## src/rtl/div_pkg.sv

```systemverilog
// Shared definitions for the iterative divider: FSM states, default width and
// the divide-by-zero quotient fill.
package div_pkg;

    typedef enum logic [1:0] {
        IDLE = 2'd0,
        RUN  = 2'd1,
        DONE = 2'd2
    } state_t;

    localparam int DEFAULT_WIDTH = 32;

    // Replicated across the full quotient width on a zero divisor.
    localparam logic DIV_ZERO_QUOT_BIT = 1'b1;

endpackage

```

## src/rtl/div_step.sv

```systemverilog
// One restoring division iteration: shift the next dividend bit into the
// partial remainder, trial-subtract the divisor, keep the result if non-negative.
module div_step
    import div_pkg::*;
#(
    parameter int WIDTH = DEFAULT_WIDTH
) (
    input  logic [WIDTH-1:0] part_rem,
    input  logic             next_bit,
    input  logic [WIDTH-1:0] divisor,
    output logic [WIDTH-1:0] rem_next,
    output logic             quot_bit
);

    logic [WIDTH:0]   shifted;
    logic [WIDTH+1:0] trial;

    // The extra top bit of trial is the borrow, i.e. the sign of R - divisor.
    assign shifted  = {part_rem, next_bit};
    assign trial    = {1'b0, shifted} - {2'b00, divisor};
    assign quot_bit = ~trial[WIDTH+1];
    assign rem_next = quot_bit ? trial[WIDTH-1:0] : shifted[WIDTH-1:0];

endmodule

```

## src/rtl/div_seq.sv

```systemverilog
// Multi-cycle restoring divider with valid/ready handshakes on both sides.
// Define DIV_SIGNED_EN to compile in two's-complement support via is_signed.
module div_seq
    import div_pkg::*;
#(
    parameter int WIDTH = DEFAULT_WIDTH
) (
    input  logic             clk,
    input  logic             rst,
    input  logic             in_valid,
    output logic             in_ready,
    input  logic [WIDTH-1:0] dividend,
    input  logic [WIDTH-1:0] divisor,
    input  logic             is_signed,
    output logic             out_valid,
    input  logic             out_ready,
    output logic [WIDTH-1:0] quotient,
    output logic [WIDTH-1:0] remainder,
    output logic             div_by_zero
);

    localparam int CW = $clog2(WIDTH);

    state_t           state;
    state_t           state_nxt;
    logic [CW-1:0]    count;
    logic [WIDTH-1:0] acc;
    logic [WIDTH-1:0] part;
    logic [WIDTH-1:0] dvsr;
    logic [WIDTH-1:0] step_rem;
    logic             step_q;
    logic             accept;
    logic             last_step;
    logic             zero_div;
    logic [WIDTH-1:0] a_mag;
    logic [WIDTH-1:0] b_mag;
    logic [WIDTH-1:0] q_raw;
    logic [WIDTH-1:0] r_raw;
    logic [WIDTH-1:0] q_fin;
    logic [WIDTH-1:0] r_fin;

    assign accept    = in_valid & in_ready;
    assign zero_div  = (divisor == '0);
    assign last_step = (state == RUN) && (count == CW'(WIDTH - 1));
    assign q_raw     = {acc[WIDTH-2:0], step_q};
    assign r_raw     = step_rem;

`ifdef DIV_SIGNED_EN
    logic a_neg;
    logic b_neg;
    logic neg_q;
    logic neg_r;

    assign a_neg = is_signed & dividend[WIDTH-1];
    assign b_neg = is_signed & divisor[WIDTH-1];
    assign a_mag = a_neg ? -dividend : dividend;
    assign b_mag = b_neg ? -divisor  : divisor;
    assign q_fin = neg_q ? -q_raw : q_raw;
    assign r_fin = neg_r ? -r_raw : r_raw;

    always_ff @(posedge clk) begin
        if (rst) begin
            neg_q <= 1'b0;
            neg_r <= 1'b0;
        end else if (accept) begin
            neg_q <= a_neg ^ b_neg;
            neg_r <= a_neg;
        end
    end
`else
    logic unused_is_signed;

    assign unused_is_signed = is_signed;
    assign a_mag = dividend;
    assign b_mag = divisor;
    assign q_fin = q_raw;
    assign r_fin = r_raw;
`endif

    div_step #(.WIDTH(WIDTH)) u_step (
        .part_rem (part),
        .next_bit (acc[WIDTH-1]),
        .divisor  (dvsr),
        .rem_next (step_rem),
        .quot_bit (step_q)
    );

    always_ff @(posedge clk) begin
        if (rst) state <= IDLE;
        else     state <= state_nxt;
    end

    always_comb begin
        // NOTE: default assignment first so no path through the case leaves
        // state_nxt unassigned, which would otherwise infer a latch.
        state_nxt = state;
        case (state)
            IDLE:    if (in_valid) state_nxt = zero_div ? DONE : RUN;
            RUN:     if (last_step) state_nxt = DONE;
            DONE:    if (out_ready) state_nxt = IDLE;
            default: state_nxt = IDLE;
        endcase
    end

    always_comb begin
        in_ready  = (state == IDLE);
        out_valid = (state == DONE);
    end

    // Dividend and quotient share acc: each step shifts a dividend bit out
    // of the top and a quotient bit in at the bottom.
    always_ff @(posedge clk) begin
        // NOTE: non-blocking assignments so every register samples the
        // pre-edge values, independent of statement order.
        if (rst) begin
            count       <= '0;
            acc         <= '0;
            part        <= '0;
            dvsr        <= '0;
            quotient    <= '0;
            remainder   <= '0;
            div_by_zero <= 1'b0;
        end else begin
            case (state)
                IDLE: begin
                    if (accept) begin
                        count <= '0;
                        acc   <= a_mag;
                        part  <= '0;
                        dvsr  <= b_mag;
                        if (zero_div) begin
                            quotient    <= {WIDTH{DIV_ZERO_QUOT_BIT}};
                            remainder   <= dividend;
                            div_by_zero <= 1'b1;
                        end else begin
                            div_by_zero <= 1'b0;
                        end
                    end
                end
                RUN: begin
                    acc   <= q_raw;
                    part  <= step_rem;
                    count <= count + CW'(1);
                    if (last_step) begin
                        quotient  <= q_fin;
                        remainder <= r_fin;
                    end
                end
                default: ;
            endcase
        end
    end

endmodule
```

## config.mk

```make
export PLATFORM = sky130hd
export DESIGN_NAME = div_seq
export DESIGN_NICKNAME = d
export VERILOG_FILES = /design/src/rtl/div_pkg.sv /design/src/rtl/div_step.sv /design/src/rtl/div_seq.sv
export SDC_FILE = /design/constraint.sdc
export NUM_CORES = 1
export LEC_CHECK = 0
export CAP_MARGIN = 20
export CORE_MARGIN = 2
export CORE_UTILIZATION = 34
export DETAILED_ROUTE_END_ITERATION = 10
export HOLD_SLACK_MARGIN = 0.08
export PLACE_DENSITY_LB_ADDON = 0.25
export SETUP_SLACK_MARGIN = 0.3
export SYNTH_ARGS = -nofsm -noshare
export SYNTH_HDL_FRONTEND = slang
export SYNTH_SLANG_ARGS = --single-unit
```

## constraint.sdc

```tcl
create_clock -name clk -period 3.9 [get_ports clk]
set_clock_uncertainty 0.15 [all_clocks]
set_input_delay 0.78 -clock clk [delete_from_list [all_inputs] [get_ports clk]]
set_output_delay 0.78 -clock clk [all_outputs]
set_load 0.05 [all_outputs]
```

==> results by group <==
Outcome
  – Run status: finished, final reports clean

Synth
  – Leading area contributor after synthesis: dfxtp_1
  – Sequential-to-total area share from yosys stat: 0.394
  – Synth top area cells: dfxtp_1 (39%), nand2_1 (7.3%), a21oi_1 (6.3%)
  – Ys async rst share: 0
  – Flops & latches, synth: 168
  – Post-synth EDFFs: 0
  – Mapped cell area: 0.00854 mm²
  – Top FF cell, synth: dfxtp_1
  – Synth warn: 0
  – Synth unique cells: 62
  – Synthesized instance count: 1091
  – Post-synth top area share: 0.394
  – Net Count, Synth: 1195
  – Syn_area_per_cell: 7.83 µm²

Clock tree
  – Clock sink count: approximately 170
  – H-Tree Depth: 4
  – CTS tree: done
  – Skew-Pair Late Insertion Delay: approximately 0.43 ns
  – Clock buffer depth: 2
  – Total CTS buffers: 17
  – Hold-fix buffers at CTS: 0
  – Root Buffer: clkbuf_16
  – Clk pin slew, worst setup/hold paths: 0.07 ns

Flow run
  – Maxcap violations: 0

Route
  – Routed WL per cell: 16.4 µm
  – Final ANT Viol Nets: 0
  – DRC errors left: 0
  – Post-DR vias/cell: 5.32
  – Total Wirelength: approximately 25000 µm
  – Iteration-0 DRC Markers: 548
  – Drt first pass iters: 5
  – Via Count: between 8000 and 9000

Floorplanning
  – Die height: 162 µm
  – Die area: 0.0264 mm²
  – Std cell rows: 58
  – Starting Density: 0.343
  – Core area: 0.0249 mm²
  – IO Pins: ~140
  – Die W: 162 µm

Power
  – Lkg Pwr: around 0.0040 µW
  – Sequential power share: 0.292
  – PwrDens: approximately 700 mW/mm²
  – NetSw: 3090 µW
  – Power Total: 7370 µW
  – Int Pwr: 4280 µW
  – VDD IR max: 0.310 mV
  – Comb power frac: 0.465
  – Sw Ratio: 0.420
  – Clock Power Share: 0.243

Timing
  – Max frequency: 302 MHz
  – Final period utilization: 0.849
  – Slew at the pin closest to its max-slew limit: 0.712 ns
  – Final setup TNS: 0 ns
  – Min cycle time layout: 3.31 ns
  – Final hold vios: 0
  – Max-slew headroom: 0.525
  – Final Worst Setup Slack: 0.590 ns
  – Setup-failing EPs final: 0
  – Unrepaired setup endpoints after global routing: no
  – Pins Over Slew Limit: 0

Setup path
  – Worst Path Required: 4.09 ns
  – Arr. time, crit path: approximately 3.5 ns
  – Crit Reg-Reg Startpoint: dvsr[26]$_SDFFE_PP0P_
  – Crit path kind: input pin to flop
  – R2R Setup Slk: slightly above 0.6 ns
  – Critical R2R Capture: remainder[25]$_SDFFE_PP0P_
  – Worst setup SP type: input pin
  – CP Cell Sequence: clkdlybuf4s50_1 > nor4_1 > nand4_1 > o21bai_1 > nor3b_2 > buf_12 > buf_4 > nor2_1 > a311oi_1
  – CP Max Fanout: 32
  – CP max-delay cell: o21bai_1
  – Max stage delay on crit path: ~0.47 ns
  – Crit. End Element: flop
  – Register-to-Register Path Depth: 10

Min path
  – Min-delay worst type: flop to flop
  – Hold depth: 2
  – Hold path start: dvsr[24]$_SDFFE_PP0P_
  – Hold Path End: dvsr[24]$_SDFFE_PP0P_

Placement
  – IO Port Bufs: between 100 and 150
  – Place WS: 0.143 ns
  – Final RePlAce weighted congestion: between 0.8 and 0.9
  – DPL Wire Length: ~18000 µm

Cells and area
  – Ant diodes: 0
  – Share of layout cells above drive strength 1: 0.0662
  – Syn-to-layout area delta: 26.3%
  – NumNets Final: 1285
  – Utilization after layout: 0.433

Global routing
  – Initial antenna violation count: 0
  – Number of global-route vias before repair: 7528
  – Largest net degree at the start of global routing: 78
  – Gr usage total: 0.191
  – First-pass GRT wire length: 40300 µm
  – Gr ovfl total: 0
-- how the worst max path moves through the flow --
stage	startpoint	end	slack [ns]
5_1_grt	dvsr[26]$_SDFFE_PP0P_	remainder[25]$_SDFFE_PP0P_	0.31
6_report	divisor[3]	remainder[10]$_SDFFE_PP0P_	0.59
3_5_place_dp	divisor[3]	remainder[10]$_SDFFE_PP0P_	0.14
2_1_floorplan	acc[31]$_SDFFE_PP0P_	remainder[20]$_SDFFE_PP0P_	1.10
4_1_cts	dvsr[0]$_SDFFE_PP0P_	remainder[24]$_SDFFE_PP0P_	0.43
3_3_place_gp	divisor[3]	remainder[14]$_SDFFE_PP0P_	0.24
-- per-stage QoR --
stage	cells	hold slack, ns	area [µm²]
2_1_floorplan	1091	0.286	8540
3_3_place_gp	1492	0.293	10200
3_5_place_dp	1492	0.297	10200
4_1_cts	1523	0.307	10800
5_1_grt	1523	0.323	10800
6_report	1523	0.305	10800
-- per-layer routing --
metal	track usage	vias up	wire, µm
met2	0.273	240	10200
met3	0.0341	19	1480
met4	0.0422	0	247
li1	-	4084	-
met5	0	-	0
met1	0.295	3758	13000
-- critical path: cells and delay by family --
family / cells / cell delay (ns)
compound gates: 2 / 0.71
buf+inv: 3 / 0.90
simple gates: 4 / 1.09
-- sequential cells by signal (all words and copies together) (netlist names) --
signal	flops
dvsr	32
part	32
count	5
div_by_zero	1
remainder	32
quotient	32
acc	32
state	2
-- timing repair --
action	CTS	global route
setup buffers	0	0
gates resized for setup	0	4
setup endpoints to repair	0	8
-- final cells by class --
| cell class | instances | area, µm² |
|---|---|---|
| fillers | 2544 | 14100 |
| clock inverters | 13 | 183 |
| flip-flops and latches | 168 | 3360 |
| well taps | 330 | 413 |
| clock buffers | 18 | 429 |
| inverters | 38 | 143 |
| multi-input cells | 802 | 4730 |
| repair buffers | 154 | 1530 |
-- cells in the final DEF (no fill, tap or decap), drive strengths merged, types with 12 or more instances in the layout --
master,count
dfxtp,168
nand2,167
nor2,134
clkdlybuf4s50,133
a21oi,109
nor3,68
a311oi,48
inv,44
ha,34
a211oi,29
o21ai,27
a22oi,23
buf,21
a21o,20
clkbuf,18
nand3,12
-- cells in the mapped netlist (all sizes together) (2+ instances only) --
cell type,instances
dfxtp,168
nand2,167
nor2,134
a21oi,109
nor3,68
clkbuf,63
a311oi,48
inv,38
ha,34
a211oi,29
o21ai,27
a22oi,23
a21o,20
buf,20
nand3,12
nand4,11
nor4,11
xnor2,10
a31oi,9
or3,9
xor2,9
nand2b,7
o21a,6
o21bai,6
and2,5
and3,5
a41oi,4
a2111oi,3
a31o,3
a32oi,3
mux2i,3
nor2b,3
a211o,2
a221oi,2
o211ai,2
o31a,2
o31ai,2
or2,2
-- power by group through the flow --
stage               clock [µW]  combinational, µW  sequential [µW]
floorplan                    0               2220             2420
global placement             0               3360             2180
detailed placement           0               3360             2190
CTS                       1820               3380             2150
global route              1890               3780             2180
finish                    1790               3430             2150
-- cell families (layout without fill, tap and decap cells) --
family                   count (synthesis)  in the layout  synth area share
AO/OA/AOI/OAI                          306            306             0.246
adder cells (fa/ha/maj)                 35             35            0.0522
XOR/XNOR                                19             19            0.0195
AND/OR/NAND/NOR                        439            439             0.228
flip-flops                             168            168             0.394
multiplexers                             3              3           0.00352
buffers and inverters                  121            223            0.0568
No activity file was read; power rests on OpenSTA's default activity.
